$ cat config.mk
export PLATFORM = sky130hd
export DESIGN_NAME = spi_txn_arbiter
export DESIGN_NICKNAME = d
export VERILOG_FILES = /design/src/rtl/spi_pkg.sv /design/src/rtl/rr_arbiter.sv /design/src/rtl/spi_txn_arbiter.sv
export SDC_FILE = /design/constraint.sdc
export NUM_CORES = 1
export LEC_CHECK = 0
export ABC_CLOCK_PERIOD_IN_PS = 8310
export CORE_ASPECT_RATIO = 1.2
export CORE_MARGIN = 4
export CORE_UTILIZATION = 30
export CTS_CLUSTER_SIZE = 40
export DETAILED_ROUTE_END_ITERATION = 10
export GPL_TIMING_DRIVEN = 1
export SLEW_MARGIN = 20
export SYNTH_ARGS = -nofsm -noshare
export SYNTH_HDL_FRONTEND = slang
export SYNTH_SLANG_ARGS = --single-unit
export TNS_END_PERCENT = 1
$ cat constraint.sdc
create_clock -name clk -period 8.31 [get_ports clk]
set_input_delay 1.662 -clock clk [delete_from_list [all_inputs] [get_ports clk]]
set_output_delay 1.662 -clock clk [all_outputs]
set_load 0.02 [all_outputs]
$ cat src/rtl/spi_pkg.sv
// Shared types and constants for the SPI transaction arbiter.
package spi_pkg;

  localparam int unsigned PACKAGE_SIZE_DEFAULT = 8;

  localparam logic RW_WRITE = 1'b0;
  localparam logic RW_READ  = 1'b1;

  typedef enum logic [2:0] {
    StIdle,
    StIssue,
    StXfer,
    StRdwait,
    StDone
  } arb_state_e;

endpackage

$ cat src/rtl/rr_arbiter.sv
// Combinational round-robin pick: first set request at or after ptr, wrapping modulo NUM_REQ.
module rr_arbiter #(
  parameter int unsigned NUM_REQ = 4,
  localparam int unsigned IdxW   = $clog2(NUM_REQ)
) (
  input  logic [NUM_REQ-1:0] req,
  input  logic [IdxW-1:0]    ptr,
  output logic               valid,
  output logic [NUM_REQ-1:0] gnt,
  output logic [IdxW-1:0]    idx
);

  logic [IdxW:0]   sum;
  logic [IdxW-1:0] cand;

  always_comb begin
    valid = 1'b0;
    gnt   = '0;
    idx   = '0;
    sum   = '0;
    cand  = '0;
    for (int unsigned k = 0; k < NUM_REQ; k++) begin
      sum = {1'b0, ptr} + (IdxW + 1)'(k);
      if (sum >= (IdxW + 1)'(NUM_REQ)) begin
        sum = sum - (IdxW + 1)'(NUM_REQ);
      end
      cand = sum[IdxW-1:0];
      if (!valid && req[cand]) begin
        valid     = 1'b1;
        gnt[cand] = 1'b1;
        idx       = cand;
      end
    end
  end

endmodule

$ cat src/rtl/spi_txn_arbiter.sv
// Round-robin sequencer sharing one SPI driver between NUM_REQ requesters.
// Optional per-transaction watchdog enabled by defining SPI_ARB_TIMEOUT_EN.
module spi_txn_arbiter
  import spi_pkg::*;
#(
  parameter int unsigned NUM_REQ        = 4,
  parameter int unsigned PACKAGE_SIZE   = PACKAGE_SIZE_DEFAULT,
  parameter int unsigned TIMEOUT_CYCLES = 1024
) (
  input  logic                              clk,
  input  logic                              rst,
  input  logic [NUM_REQ-1:0]                req,
  input  logic [NUM_REQ-1:0]                req_rw,
  input  logic [NUM_REQ*(PACKAGE_SIZE-1)-1:0] req_addr,
  input  logic [NUM_REQ*PACKAGE_SIZE-1:0]   req_wdata,
  output logic [NUM_REQ-1:0]                ack,
  output logic [PACKAGE_SIZE-1:0]           rdata,
  output logic                              err,
  output logic [NUM_REQ-1:0]                grant,
  output logic                              spi_send,
  output logic                              spi_rw,
  output logic [PACKAGE_SIZE-2:0]           spi_addr,
  output logic [PACKAGE_SIZE-1:0]           spi_wdata,
  input  logic                              spi_busy,
  input  logic                              spi_data_ready,
  input  logic [PACKAGE_SIZE-1:0]           spi_rdata
);

  localparam int unsigned IdxW  = $clog2(NUM_REQ);
  localparam int unsigned AddrW = PACKAGE_SIZE - 1;

  if (NUM_REQ < 2 || NUM_REQ > 8 || TIMEOUT_CYCLES < 2) begin : g_bad_params
    $error("spi_txn_arbiter: parameter out of range");
  end

  arb_state_e state_q, state_d;
  logic [IdxW-1:0]         ptr_q, ptr_d, idx_q, idx_d;
  logic [NUM_REQ-1:0]      gnt_q, gnt_d, ack_q, ack_d;
  logic [PACKAGE_SIZE-1:0] rdata_q, rdata_d, wdata_q, wdata_d;
  logic [AddrW-1:0]        addr_q, addr_d;
  logic                    send_q, send_d, rw_q, rw_d;

  logic                    pick_valid;
  logic [NUM_REQ-1:0]      pick_gnt;
  logic [IdxW-1:0]         pick_idx;

  rr_arbiter #(
    .NUM_REQ(NUM_REQ)
  ) u_rr_arbiter (
    .req  (req),
    .ptr  (ptr_q),
    .valid(pick_valid),
    .gnt  (pick_gnt),
    .idx  (pick_idx)
  );

`ifdef SPI_ARB_TIMEOUT_EN
  localparam int unsigned CntW = $clog2(TIMEOUT_CYCLES + 1);
  logic [CntW-1:0] cnt_q, cnt_d;
  logic            active, timeout, err_q, err_d;

  assign active  = state_q inside {StIssue, StXfer, StRdwait};
  assign timeout = active && (cnt_q == CntW'(TIMEOUT_CYCLES - 1));
  assign cnt_d   = active ? cnt_q + 1'b1 : '0;

  always_ff @(posedge clk) begin
    if (rst) begin
      cnt_q <= '0;
      err_q <= 1'b0;
    end else begin
      cnt_q <= cnt_d;
      err_q <= err_d;
    end
  end

  assign err = err_q;
`else
  assign err = 1'b0;
`endif

  always_comb begin
    state_d = state_q;
    ptr_d   = ptr_q;
    idx_d   = idx_q;
    gnt_d   = gnt_q;
    ack_d   = '0;
    rdata_d = rdata_q;
    send_d  = send_q;
    rw_d    = rw_q;
    addr_d  = addr_q;
    wdata_d = wdata_q;
`ifdef SPI_ARB_TIMEOUT_EN
    err_d   = 1'b0;
`endif

    unique case (state_q)
      StIdle: begin
        // A driver frame can still be in flight after a reset; never overlap it.
        if (!spi_busy && pick_valid) begin
          gnt_d   = pick_gnt;
          idx_d   = pick_idx;
          rw_d    = req_rw[pick_idx];
          addr_d  = req_addr[pick_idx*AddrW +: AddrW];
          wdata_d = req_wdata[pick_idx*PACKAGE_SIZE +: PACKAGE_SIZE];
          send_d  = 1'b1;
          state_d = StIssue;
        end
      end
      StIssue: begin
        if (spi_busy) begin
          send_d  = 1'b0;
          state_d = StXfer;
        end
      end
      StXfer: begin
        if (!spi_busy) begin
          state_d = (rw_q == RW_READ) ? StRdwait : StDone;
        end
      end
      StRdwait: begin
        if (spi_data_ready) begin
          rdata_d = spi_rdata;
          state_d = StDone;
        end
      end
      StDone: begin
        gnt_d   = '0;
        ptr_d   = (idx_q == IdxW'(NUM_REQ - 1)) ? '0 : idx_q + 1'b1;
        state_d = StIdle;
      end
      default: state_d = StIdle;
    endcase

`ifdef SPI_ARB_TIMEOUT_EN
    if (timeout) begin
      send_d  = 1'b0;
      rdata_d = '0;
      err_d   = 1'b1;
      state_d = StDone;
    end
`endif

    if (state_d == StDone && state_q != StDone) begin
      ack_d = gnt_q;
    end
  end

  always_ff @(posedge clk) begin
    if (rst) begin
      state_q <= StIdle;
      ptr_q   <= '0;
      idx_q   <= '0;
      gnt_q   <= '0;
      ack_q   <= '0;
      rdata_q <= '0;
      send_q  <= 1'b0;
      rw_q    <= 1'b0;
      addr_q  <= '0;
      wdata_q <= '0;
    end else begin
      state_q <= state_d;
      ptr_q   <= ptr_d;
      idx_q   <= idx_d;
      gnt_q   <= gnt_d;
      ack_q   <= ack_d;
      rdata_q <= rdata_d;
      send_q  <= send_d;
      rw_q    <= rw_d;
      addr_q  <= addr_d;
      wdata_q <= wdata_d;
    end
  end

  assign ack       = ack_q;
  assign rdata     = rdata_q;
  assign grant     = gnt_q;
  assign spi_send  = send_q;
  assign spi_rw    = rw_q;
  assign spi_addr  = addr_q;
  assign spi_wdata = wdata_q;

endmodule

# Word level (Yosys, flattened, before mapping)
# Cells that the tools add are included.
# op_classes
add_sub_neg	8
mul	1
n_lt_le_gt_ge	13
eq_ne	9
shifts	2
muxes	46
n_bitwise	4
reduce_logical	21
# op_table
operator	count
32-bit by 6-bit variable part select with 8-bit output	1
28-bit by 6-bit variable part select with 7-bit output	1
4-bit two-way mux	5
2-bit two-way mux	9
2-bit by 3-bit less-than comparator with 1-bit output, second input constant	5
1-bit two-way mux	15
3-bit two-way mux	5
4-bit bitwise OR	3
3-bit one-hot mux with 4 select lines	1
1-bit binary-select mux with 2-bit select	5
3-bit >= comparator, second input constant	3
1-bit logical AND	9
1-bit demux with 2-bit select	4
2-bit by 1-bit >= comparator with 1-bit output, second input constant	4
4-bit one-hot mux with 2 select lines	1
2-bit by 1-bit subtractor with 2-bit output, second input constant	4
2-bit by 2-bit adder with 3-bit output, second input constant	2
3-bit by 2-bit equality test with 1-bit output, second input constant	2
3-bit equality test, second input constant	2
2-bit AND reduction	3
2-bit by 3-bit multiplier with 5-bit output, second input constant	1
1-bit logical NOT	4
2-bit inequality test, second input constant	2
2-bit nonzero test	2
11 further kinds	11
# totals
reg_bits	40
input_bits	80
output_inout_bits	34
word_cells	114

# Logic depth before layout (Yosys ltp)
# Gate-level depths: netlist of run 1.
# depth
depth_word	21
depth_mapped	13
ltp_nobuf	8

# Modules after synthesis
# From an unflattened synthesis of run 1, not the netlist that was laid out.
# hier_totals
hier_cells	249
area_unflattened_um2	2381.0
# by_module_without_submodules
mod	n_inst	cells_per_inst	area_each_um2	seq_area_each_um2
spi_txn_arbiter	1	204	1961.9	800.8
rr_arbiter	1	45	419.2	0.0

# Least setup slack after synthesis of run 1
# OpenSTA, ideal clock, no wires.
# synth_timing
path_type	input -> register
from	in req[1]
to	reg wdata_q[7] (netlist: spi_wdata[7])
setup_ns	0.134
arrival_time_ns	3.459
path_slack_ns	4.718
path_stages	10
n_path_buf	4
cell_sequence	clkbuf_2 mux4_2 nor2b_4 or2_0 buf_2 a21o_1 buf_6 buf_6 mux2i_1 o211ai_1
# synth_via
elab_chain_cells	14
word_cells_on_any_way	25
cone_classes	shift (1); mux (16); reduce/logical (8)
# synth_lines
element	line	rtl
start, declared	spi_txn_arbiter.sv:12	input logic [NUM_REQ-1:0] req,
branches (longest 14 deep; another with 1-bit binary-select mux with 2-bit select)	-	
end signal, assigned	spi_txn_arbiter.sv:170	wdata_q <= wdata_d;
end, declared	spi_txn_arbiter.sv:39	logic [PACKAGE_SIZE-1:0] rdata_q, rdata_d, wdata_q, wdata_d;
# Parallel ways; which one is timed is not known. The select of a mux whose other input is x is not followed.
# A chain may end at the register's enable or synchronous reset.

# Worst setup path in the final report of run 1
# layout_timing
from	in req[2]
to	reg wdata_q[2] (netlist: spi_wdata[2])
# Same word-level chain as after synthesis.

==> results of run 1 <==
## kinds of logic after synthesis
| kind of cell | Yosys count | share of synthesized area, % |
|---|---|---|
| compound gates | 91 | 25.58 |
| other cells | 1 | 0.1428 |
| buf+inv | 31 | 6.050 |
| fa+ha+maj | 9 | 4.288 |
| mux | 22 | 9.814 |
| flops | 40 | 30.49 |
| simple gates | 127 | 23.63 |
## final timing paths
check / end / slack [ps] / start / depth (start not counted)
worst min register to register: rdata[0]$_SDFFE_PP0P_ / 460 / rdata[0]$_SDFFE_PP0P_ / 2
worst max register to register: spi_wdata[2]$_SDFFE_PP0P_ / 3590 / ptr_q[0]$_SDFFE_PP0P_ / 8
worst max-delay path: spi_wdata[2]$_SDFFE_PP0P_ / 3340 / req[2] / 7
worst min-delay path: rdata[0]$_SDFFE_PP0P_ / 460 / rdata[0]$_SDFFE_PP0P_ / 2
## synth_stat cells (all sizes together) (2+ instances only)
master | number | area share [%]
ha | 9 | 4.3
a21oi | 24 | 4.6
buf | 10 | 3.0
mux2i | 19 | 7.2
nor2 | 25 | 3.7
inv | 6 | 0.86
or2 | 2 | 0.48
and2 | 4 | 0.95
nor2b | 2 | 0.76
clkbuf | 15 | 2.2
nor3 | 7 | 1.8
o21a | 2 | 0.57
a22oi | 19 | 5.4
mux4 | 3 | 2.6
a31oi | 2 | 0.48
dfxtp | 40 | 30
nand2b | 2 | 0.48
o211ai | 15 | 4.3
o21ai | 2 | 0.38
nand2 | 45 | 6.5
nand3 | 32 | 6.1
or4 | 2 | 0.57
a31o | 14 | 4.7
a221oi | 4 | 1.3
## layout by cell type (no fill, tap or decap), types with 5 or more instances in the layout
master and count:
a22oi_1 19, a21oi_1 24, nor3_1 6, nand3_1 32, ha_1 9, inv_1 6
clkdlybuf4s50_1 112, clkbuf_8 5, mux2i_1 19, a31o_1 10, o211ai_1 15, nor2_1 24
nand2_1 44, dfxtp_1 39
## sequential cells by signal (all words and copies together) (netlist names), 2 cells and up
signal and cells:
ack 4, grant 4, idx_q 2, ptr_q 2, rdata 8, spi_addr 7
spi_wdata 8, state_q 3
## worst max-delay path, cell delays in order
cell and delay [ps]:
clkdlybuf4s50_1 600, mux4_2 630, nor2b_4 200, or2_0 770
a21o_1 860, mux2i_1 280, o2111ai_1 120
## per-stage QoR
stage | hold slack, ps | util [%] | area (sq um) | total power [mW] | setup slack [ps]
final | 455.4 | 45.22 | 3872 | 0.5119 | 3336
after global routing | 484.9 | 45.22 | 3872 | 0.5414 | 3054
after CTS | 457.8 | 45.22 | 3872 | 0.5183 | 3286
after detailed placement | 447.6 | 43.96 | 3765 | 0.3579 | 2979
after global placement | 443.8 | 43.96 | 3765 | 0.3568 | 3072
after floorplan | 458.5 | - | 2626 | 0.2863 | 4718
## area by class of cell
class | count | area, sq um
Sequential cell | 40 | 802.0
Fill cell | 854 | 4692
Multi-Input combinational cell | 250 | 1673
Clock inverter | 2 | 35.03
Timing Repair Buffer | 112 | 1121
Tap cell | 117 | 146.4
Inverter | 6 | 22.52
Clock buffer | 6 | 72.57
## metal layers
metal  routed length [microns]  up-vias
met5                         0        -
met4                       172        0
met3                       629       13
met2                      3889      101
met1                      3079     1217
li1                          -     1371
## power breakdown
part	internal (mW)	leakage (nW)	switching [mW]
combinational	0.0747	0.925	0.0648
sequential	0.204	0.327	0.00937
clock	0.0892	0.0552	0.0701
==> flow_metrics.tcl, run 1 <==
set metrics [dict create \
    cts_max_path_buffers 2 \
    tightestPinTransition_ps 967.8 \
    initial_utilization_pct 30.66 \
    dr.pass1.iters 4 \
    netlist-cell-type-count 50 \
    power.leakage_nw 1.307 \
    grt_use_total_pct 15.47 \
    wl_per_cell_microns 14.58 \
    fin_nets 504 \
    core_sq_um 8564 \
    critPathKind "in -> reg" \
    cp-start-kind "input port" \
    antennaDiodeCount 0 \
    maxSlewViolCount 0 \
    synth_cells 321 \
    grt_first_pass_wirelength_mm 13.18 \
    die_x_microns 93.41 \
    grt_max_degree 48 \
    worstSetupEndpointType "register" \
    post-route-period-util_pct 59.85 \
    clk_pin_slew_ps 80 \
    fin_skew_ps 8.215 \
    critPathMaxFanout 17 \
    syn_area_sq_um 2626 \
    syn_area_per_cell_sq_um 8.182 \
    dieArea_sq_um 10320 \
    clockRootBuffer "clkbuf_8" \
    drt_iter0_drc 147 \
    rsz0062_at_grt "false" \
    synth_enable_flop_cells 0 \
    route.vias.total 2702 \
    grtUsageMet3_pct 4.632 \
    crit_arrival_ps 5130 \
    gp_congestion 0.8212 \
    clk-insertion-delay-late_ps 300 \
    syn2layout_area_growth_pct 47.45 \
    instances_no_fill 533 \
    yosysWarnings 0 \
    ioPinCount 114 \
    viasPerCell 5.069 \
    max_slew_margin_pct 35.48 \
    hold_path.class "reg -> reg" \
    antenna_found_initial 0 \
    max_freq_mhz 201.0 \
    hold_violations 0 \
    overflow 0 \
    cts_tree "done" \
    use_met2_pct 27.05 \
    htree_num_levels 2 \
    chipHeight_microns 110.5 \
    hpwl_mm 5.804 \
    vdd_drop_max_mv 0.07549 \
    postCtsSetupBuffers 0 \
    placedCellCount 525 \
    numClockSinks 40 \
    wirelength_mm 7.771 \
    tns_ps 0 \
    status "complete, no violations" \
    ant_nets 0 \
    drc 0 \
    busiest_layer "met2" \
    ys.flop_type "dfxtp_1" \
    hold_buffers 0 \
    ys_seq_area_share_pct 30.49 \
    worst_ep_required_time_ps 8470 \
    cap_viol_max_count 0 \
    grt_pass1_vias 2793 \
    powerDensity_nw_per_um2 132.2 \
    setup_viol 0 \
    ys_async_sr_fraction_pct 0 \
    post_cts_resize_count 0 \
    drive_gt1_share_pct 6.010 \
    period_needed_ps 4974 \
    cts_buffers 5 \
    synth_nets 410 \
    portBuffers 112 \
    ys_seq_elements 40 \
    grt_use_met1_pct 17.28 \
    fp-row-count 37 \
]
No activity file was read; power rests on OpenSTA's default activity.
==> run 2: changes to the inputs <==
--- a/config.mk
+++ b/config.mk
@@ -5,7 +5,7 @@
 export SDC_FILE = /design/constraint.sdc
 export NUM_CORES = 1
 export LEC_CHECK = 0
-export ABC_CLOCK_PERIOD_IN_PS = 8310
+export ABC_CLOCK_PERIOD_IN_PS = 4300
 export CORE_ASPECT_RATIO = 1.2
 export CORE_MARGIN = 4
 export CORE_UTILIZATION = 30
==> constraint.sdc (replaced) <==
create_clock -name clk -period 4.3 [get_ports clk]
set_input_delay 0.86 -clock clk [delete_from_list [all_inputs] [get_ports clk]]
set_output_delay 0.86 -clock clk [all_outputs]
set_load 0.02 [all_outputs]
==> run 2 against run 1 <==
  * Routed wire length increased by 0.33%
  * Cell count increased by 1.5%
  * First-iteration DRC count increased by 0.68%
  * Sequential share of layout area decreased by 0.41 points
  * Total power increased by 100%
  * Combinational power increased by 100%
  * Register-to-register slack got worse by 2500 ps
  * Critical path type unchanged
  * Largest power group unchanged
  * Highest routed layer unchanged
==> flow_metrics.tcl, run 2 (synthesized netlist as in run 1, its figures left out) <==
set metrics [dict create \
    antennaDiodeCount 0 \
    die_x_microns 93.41 \
    hold_path.class "reg -> reg" \
    fp-row-count 37 \
    hold_violations 0 \
    hold_buffers 0 \
    final_common_cell "clkdlybuf4s50_1" \
    fin_skew_ps 14.02 \
    cts_buffers 5 \
    overflow 0 \
    status "complete, no violations" \
    holdWs_ps 453.0 \
    syn2layout_area_growth_pct 50.45 \
    post_cts_resize_count 0 \
    hpwl_mm 5.909 \
    cts_tree "done" \
    powerDensity_nw_per_um2 261.0 \
    drc 0 \
    grt_first_pass_wirelength_mm 12.97 \
    setup_viol 0 \
    grt_max_degree 47 \
    worstRegToRegCells 8 \
    fin_nets 512 \
    route.vias.total 2719 \
    htree_num_levels 2 \
    gp_congestion 0.8094 \
    worst_hold_path.num_cells 2 \
    chipHeight_microns 110.5 \
    rsz0062_at_grt "false" \
    ioPinCount 114 \
    postCtsSetupBuffers 0 \
    tightestPinTransition_ps 906.3 \
    clockRootBuffer "clkbuf_8" \
    viasPerCell 5.026 \
    dieArea_sq_um 10320 \
    worstSetupEndpointType "register" \
    clk-insertion-delay-late_ps 300 \
    drt_iter0_drc 148 \
    cts_max_path_buffers 2 \
    portBuffers 112 \
    period_needed_ps 3338 \
    maxSlewViolCount 0 \
    mostFrequentLayoutCells "clkdlybuf4s50_1, nand2_1, dfxtp_1" \
    grt_pass1_vias 2709 \
    cap_viol_max_count 0 \
    crit_arrival_ps 3550 \
    critPathKind "in -> reg" \
    antenna_found_initial 0 \
    dr.pass1.iters 4 \
    vdd_drop_max_mv 0.1179 \
    core_sq_um 8564 \
    grt_use_total_pct 15.22 \
    critPathMaxFanout 11 \
    power.leakage_nw 1.357 \
    max_freq_mhz 299.5 \
    tns_ps 0 \
    cp-start-kind "input port" \
    post-route-period-util_pct 77.64 \
    ff2ff_setup_slack_ps 1110 \
    clk_pin_slew_ps 80 \
    worst_ep_required_time_ps 4520 \
    numClockSinks 40 \
    ant_nets 0 \
    drive_gt1_share_pct 8.019 \
    max_slew_margin_pct 39.39 \
    wirelength_mm 7.797 \
    initial_utilization_pct 30.66 \
    wl_per_cell_microns 14.41 \
]
## run 2: cell count changes in the layout (fill, tap and decap cells not counted), sizes merged
cell,change
buf,+8
clkbuf,+1
clkinv,-1
## run 2: worst paths after layout
| kind | start | endpoint |
|---|---|---|
| worst max-delay path | req[2] | spi_addr[0]$_SDFFE_PP0P_ |
| worst min-delay path | rdata[0]$_SDFFE_PP0P_ | rdata[0]$_SDFFE_PP0P_ |
| worst max register to register | ptr_q[1]$_SDFFE_PP0P_ | spi_wdata[2]$_SDFFE_PP0P_ |
| worst min register to register | rdata[0]$_SDFFE_PP0P_ | rdata[0]$_SDFFE_PP0P_ |
## run 2: power breakdown
part,switching [mW],leakage [nW],total (mW),internal (mW)
logic,0.130,0.965,0.280,0.149
clock network,0.137,0.0645,0.342,0.205
registers,0.0159,0.327,0.410,0.394
## run 2: metrics by stage
step | setup slack, ps | utilization (%) | instance area (sq um) | instances | power [mW]
floorplan | 1250 | - | 2626 | 321 | 0.5532
global placement | 671.1 | 44.66 | 3825 | 533 | 0.6994
detailed placement | 647.0 | 44.66 | 3825 | 533 | 0.6996
CTS | 954.2 | 46.14 | 3951 | 541 | 1.041
global route | 752.6 | 46.14 | 3951 | 541 | 1.086
finish | 961.5 | 46.14 | 3951 | 541 | 1.031
## run 2: cell type report
type | instances | area [sq um]
fillers | 834 | 4613
multi-input cells | 250 | 1673
repair buffers | 120 | 1181
flip-flops and latches | 40 | 802.0
well taps | 117 | 146.4
clock buffers | 7 | 96.34
clock inverters | 1 | 30.03
inverters | 6 | 22.52
## run 2: critical path: stages
cell	delay [ps]
clkdlybuf4s50_1	610
mux4_2	650
o21ba_2	330
nor2_1	100
nor4b_4	510
buf_4	270
a22oi_1	80
o211ai_1	130
## run 2: metal layers
metal	up-vias	GRT usage [%]	routed length (microns)
met5	-	0	0
met4	0	4.399	129
met3	12	3.883	601
met2	103	26.10	3821
met1	1223	18.50	3244
li1	1381	-	-
==> run 3: changes to the inputs <==
--- a/config.mk
+++ b/config.mk
@@ -5,7 +5,7 @@
 export SDC_FILE = /design/constraint.sdc
 export NUM_CORES = 1
 export LEC_CHECK = 0
-export ABC_CLOCK_PERIOD_IN_PS = 4300
+export ABC_CLOCK_PERIOD_IN_PS = 3400
 export CORE_ASPECT_RATIO = 1.2
 export CORE_MARGIN = 4
 export CORE_UTILIZATION = 30
==> constraint.sdc (replaced) <==
create_clock -name clk -period 3.4 [get_ports clk]
set_input_delay 0.68 -clock clk [delete_from_list [all_inputs] [get_ports clk]]
set_output_delay 0.68 -clock clk [all_outputs]
set_load 0.02 [all_outputs]
==> run 3 against run 2 <==
  * Cell count up 1.8%
  * Critical path type unchanged
  * Worst hold slack gained 5.2 ps
  * First-iteration DRC count is 29% lower
  * Global-route usage is 0.25 points higher
  * Critical endpoint is now spi_addr[5]$_SDFFE_PP0P_
  * Die area unchanged
  * Sequential power grew 26%
  * Via count up 2.8%
  * Sequential share of layout area is 0.35 points lower
==> flow_metrics.tcl, run 3 (synthesized netlist as in run 1, its figures left out) <==
set metrics [dict create \
    cts_buffers 5 \
    postCtsSetupBuffers 0 \
    hpwl_mm 6.102 \
    maxSlewViolCount 0 \
    rsz0062_at_grt "false" \
    ioPinCount 114 \
    placedCellCount 543 \
    initial_utilization_pct 30.66 \
    holdCritStartpoint "rdata[0]$_SDFFE_PP0P_" \
    fp-row-count 37 \
    syn2layout_area_growth_pct 53.07 \
    drc 0 \
    clk_pin_slew_ps 80 \
    antenna_found_initial 0 \
    seqPwrFrac_pct 40.7 \
    max_slew_margin_pct 40.42 \
    max_freq_mhz 327.6 \
    powerDensity_nw_per_um2 317.1 \
    crit_arrival_ps 3270 \
    switching_share_pct 28.25 \
    portBuffers 112 \
    hold_buffers 0 \
    status "complete, no violations" \
    setup_viol 0 \
    power.switching_mw 0.3602 \
    instances_no_fill 551 \
    worst_hold_path.num_cells 2 \
    power.leakage_nw 1.397 \
    drt_iter0_drc 105 \
    hold_path.class "reg -> reg" \
    hold_violations 0 \
    worstSetupEndpointType "register" \
    wirelength_mm 8.007 \
    clk-insertion-delay-late_ps 300 \
    mostFrequentLayoutCells "clkdlybuf4s50_1, nand2_1, dfxtp_1" \
    cts_max_path_buffers 2 \
    clockRootBuffer "clkbuf_8" \
    worstRegToRegCells 8 \
    core_sq_um 8564 \
    post_cts_resize_count 0 \
    ff2ff_setup_slack_ps 460 \
    numClockSinks 40 \
    final_common_cell "clkdlybuf4s50_1" \
    fin_nets 522 \
    p_int_mw 0.9146 \
    wl_per_cell_microns 14.53 \
    worst_ep_required_time_ps 3620 \
    route.vias.total 2795 \
    fin_skew_ps 10.35 \
    grt_pass1_vias 2832 \
    ant_nets 0 \
    r2r_end "spi_addr[5]$_SDFFE_PP0P_" \
    r2r_start "ptr_q[1]$_SDFFE_PP0P_" \
    cts_tree "done" \
    viasPerCell 5.073 \
    drive_gt1_share_pct 9.908 \
    p_clk_share_pct 30.6 \
    critPathMaxFanout 14 \
    htree_num_levels 2 \
    gp_congestion 0.7835 \
    grt_first_pass_wirelength_mm 13.19 \
    tightestPinTransition_ps 889.9 \
    dr.pass1.iters 4 \
    chipHeight_microns 110.5 \
    critPathKind "in -> reg" \
    vdd_drop_max_mv 0.1613 \
    grt_max_degree 46 \
    cap_viol_max_count 0 \
    post-route-period-util_pct 89.77 \
    min_to "rdata[0]$_SDFFE_PP0P_" \
    tns_ps 0 \
    die_x_microns 93.41 \
    cp-start-kind "input port" \
    p_comb_share_pct 28.7 \
    dieArea_sq_um 10320 \
    period_needed_ps 3052 \
    grt_use_total_pct 15.47 \
    antennaDiodeCount 0 \
    overflow 0 \
]
==> run 3: worst max-delay path by stage <==
stage                                startpoint                         to
after global placement                   req[0]  spi_wdata[0]$_SDFFE_PP0P_
after detailed placement                 req[0]  spi_wdata[1]$_SDFFE_PP0P_
after global routing                     req[0]   spi_addr[3]$_SDFFE_PP0P_
after floorplan           ptr_q[0]$_SDFFE_PP0P_   spi_addr[6]$_SDFFE_PP0P_
after CTS                                req[0]  spi_wdata[0]$_SDFFE_PP0P_
final                                    req[0]   spi_addr[5]$_SDFFE_PP0P_
==> run 3: power by group through the flow <==
stage	Clock, mW	Combinational [mW]	Sequential, mW
6_report	0.390	0.366	0.518
5_1_grt	0.424	0.398	0.523
4_1_cts	0.401	0.370	0.518
3_5_place_dp	0	0.369	0.529
3_3_place_gp	0	0.365	0.529
2_1_floorplan	0	0.143	0.557
==> run 3: per-layer routing <==
metal / track usage (%) / wire length (microns)
met5: 0 / 0
met4: 5.279 / 108
met3: 3.678 / 496
met2: 26.24 / 4060
met1: 18.87 / 3342
==> run 3: final cells by class <==
type                       count  area (sq um)
fill                         830          4544
multi-input combinational    250          1673
timing repair buffer         130          1269
sequential                    40         802.0
tap                          117         146.4
clock buffer                   6         72.57
clock inverter                 2         35.03
inverter                       6         22.52
==> run 3: stage by stage <==
stage	power [mW]	instance area, sq um	setup WS (ps)	util (%)	hold slack, ps
after floorplan	0.6997	2626	350.1	-	458.5
final	1.275	4020	347.9	46.94	458.2
after global routing	1.345	4020	192.2	46.94	482.7
after CTS	1.289	4020	324.5	46.94	457.9
after global placement	0.8942	3913	83.40	45.68	442.8
after detailed placement	0.8974	3913	3.653	45.68	447.0
==> run 3: critical path, cell delays in order <==
cell and delay [ps]:
clkdlybuf4s50_1 510, mux4_2 560, o21ba_2 320, nor2_1 100, nor4b_4 810, a22oi_1 150
o211ai_1 150
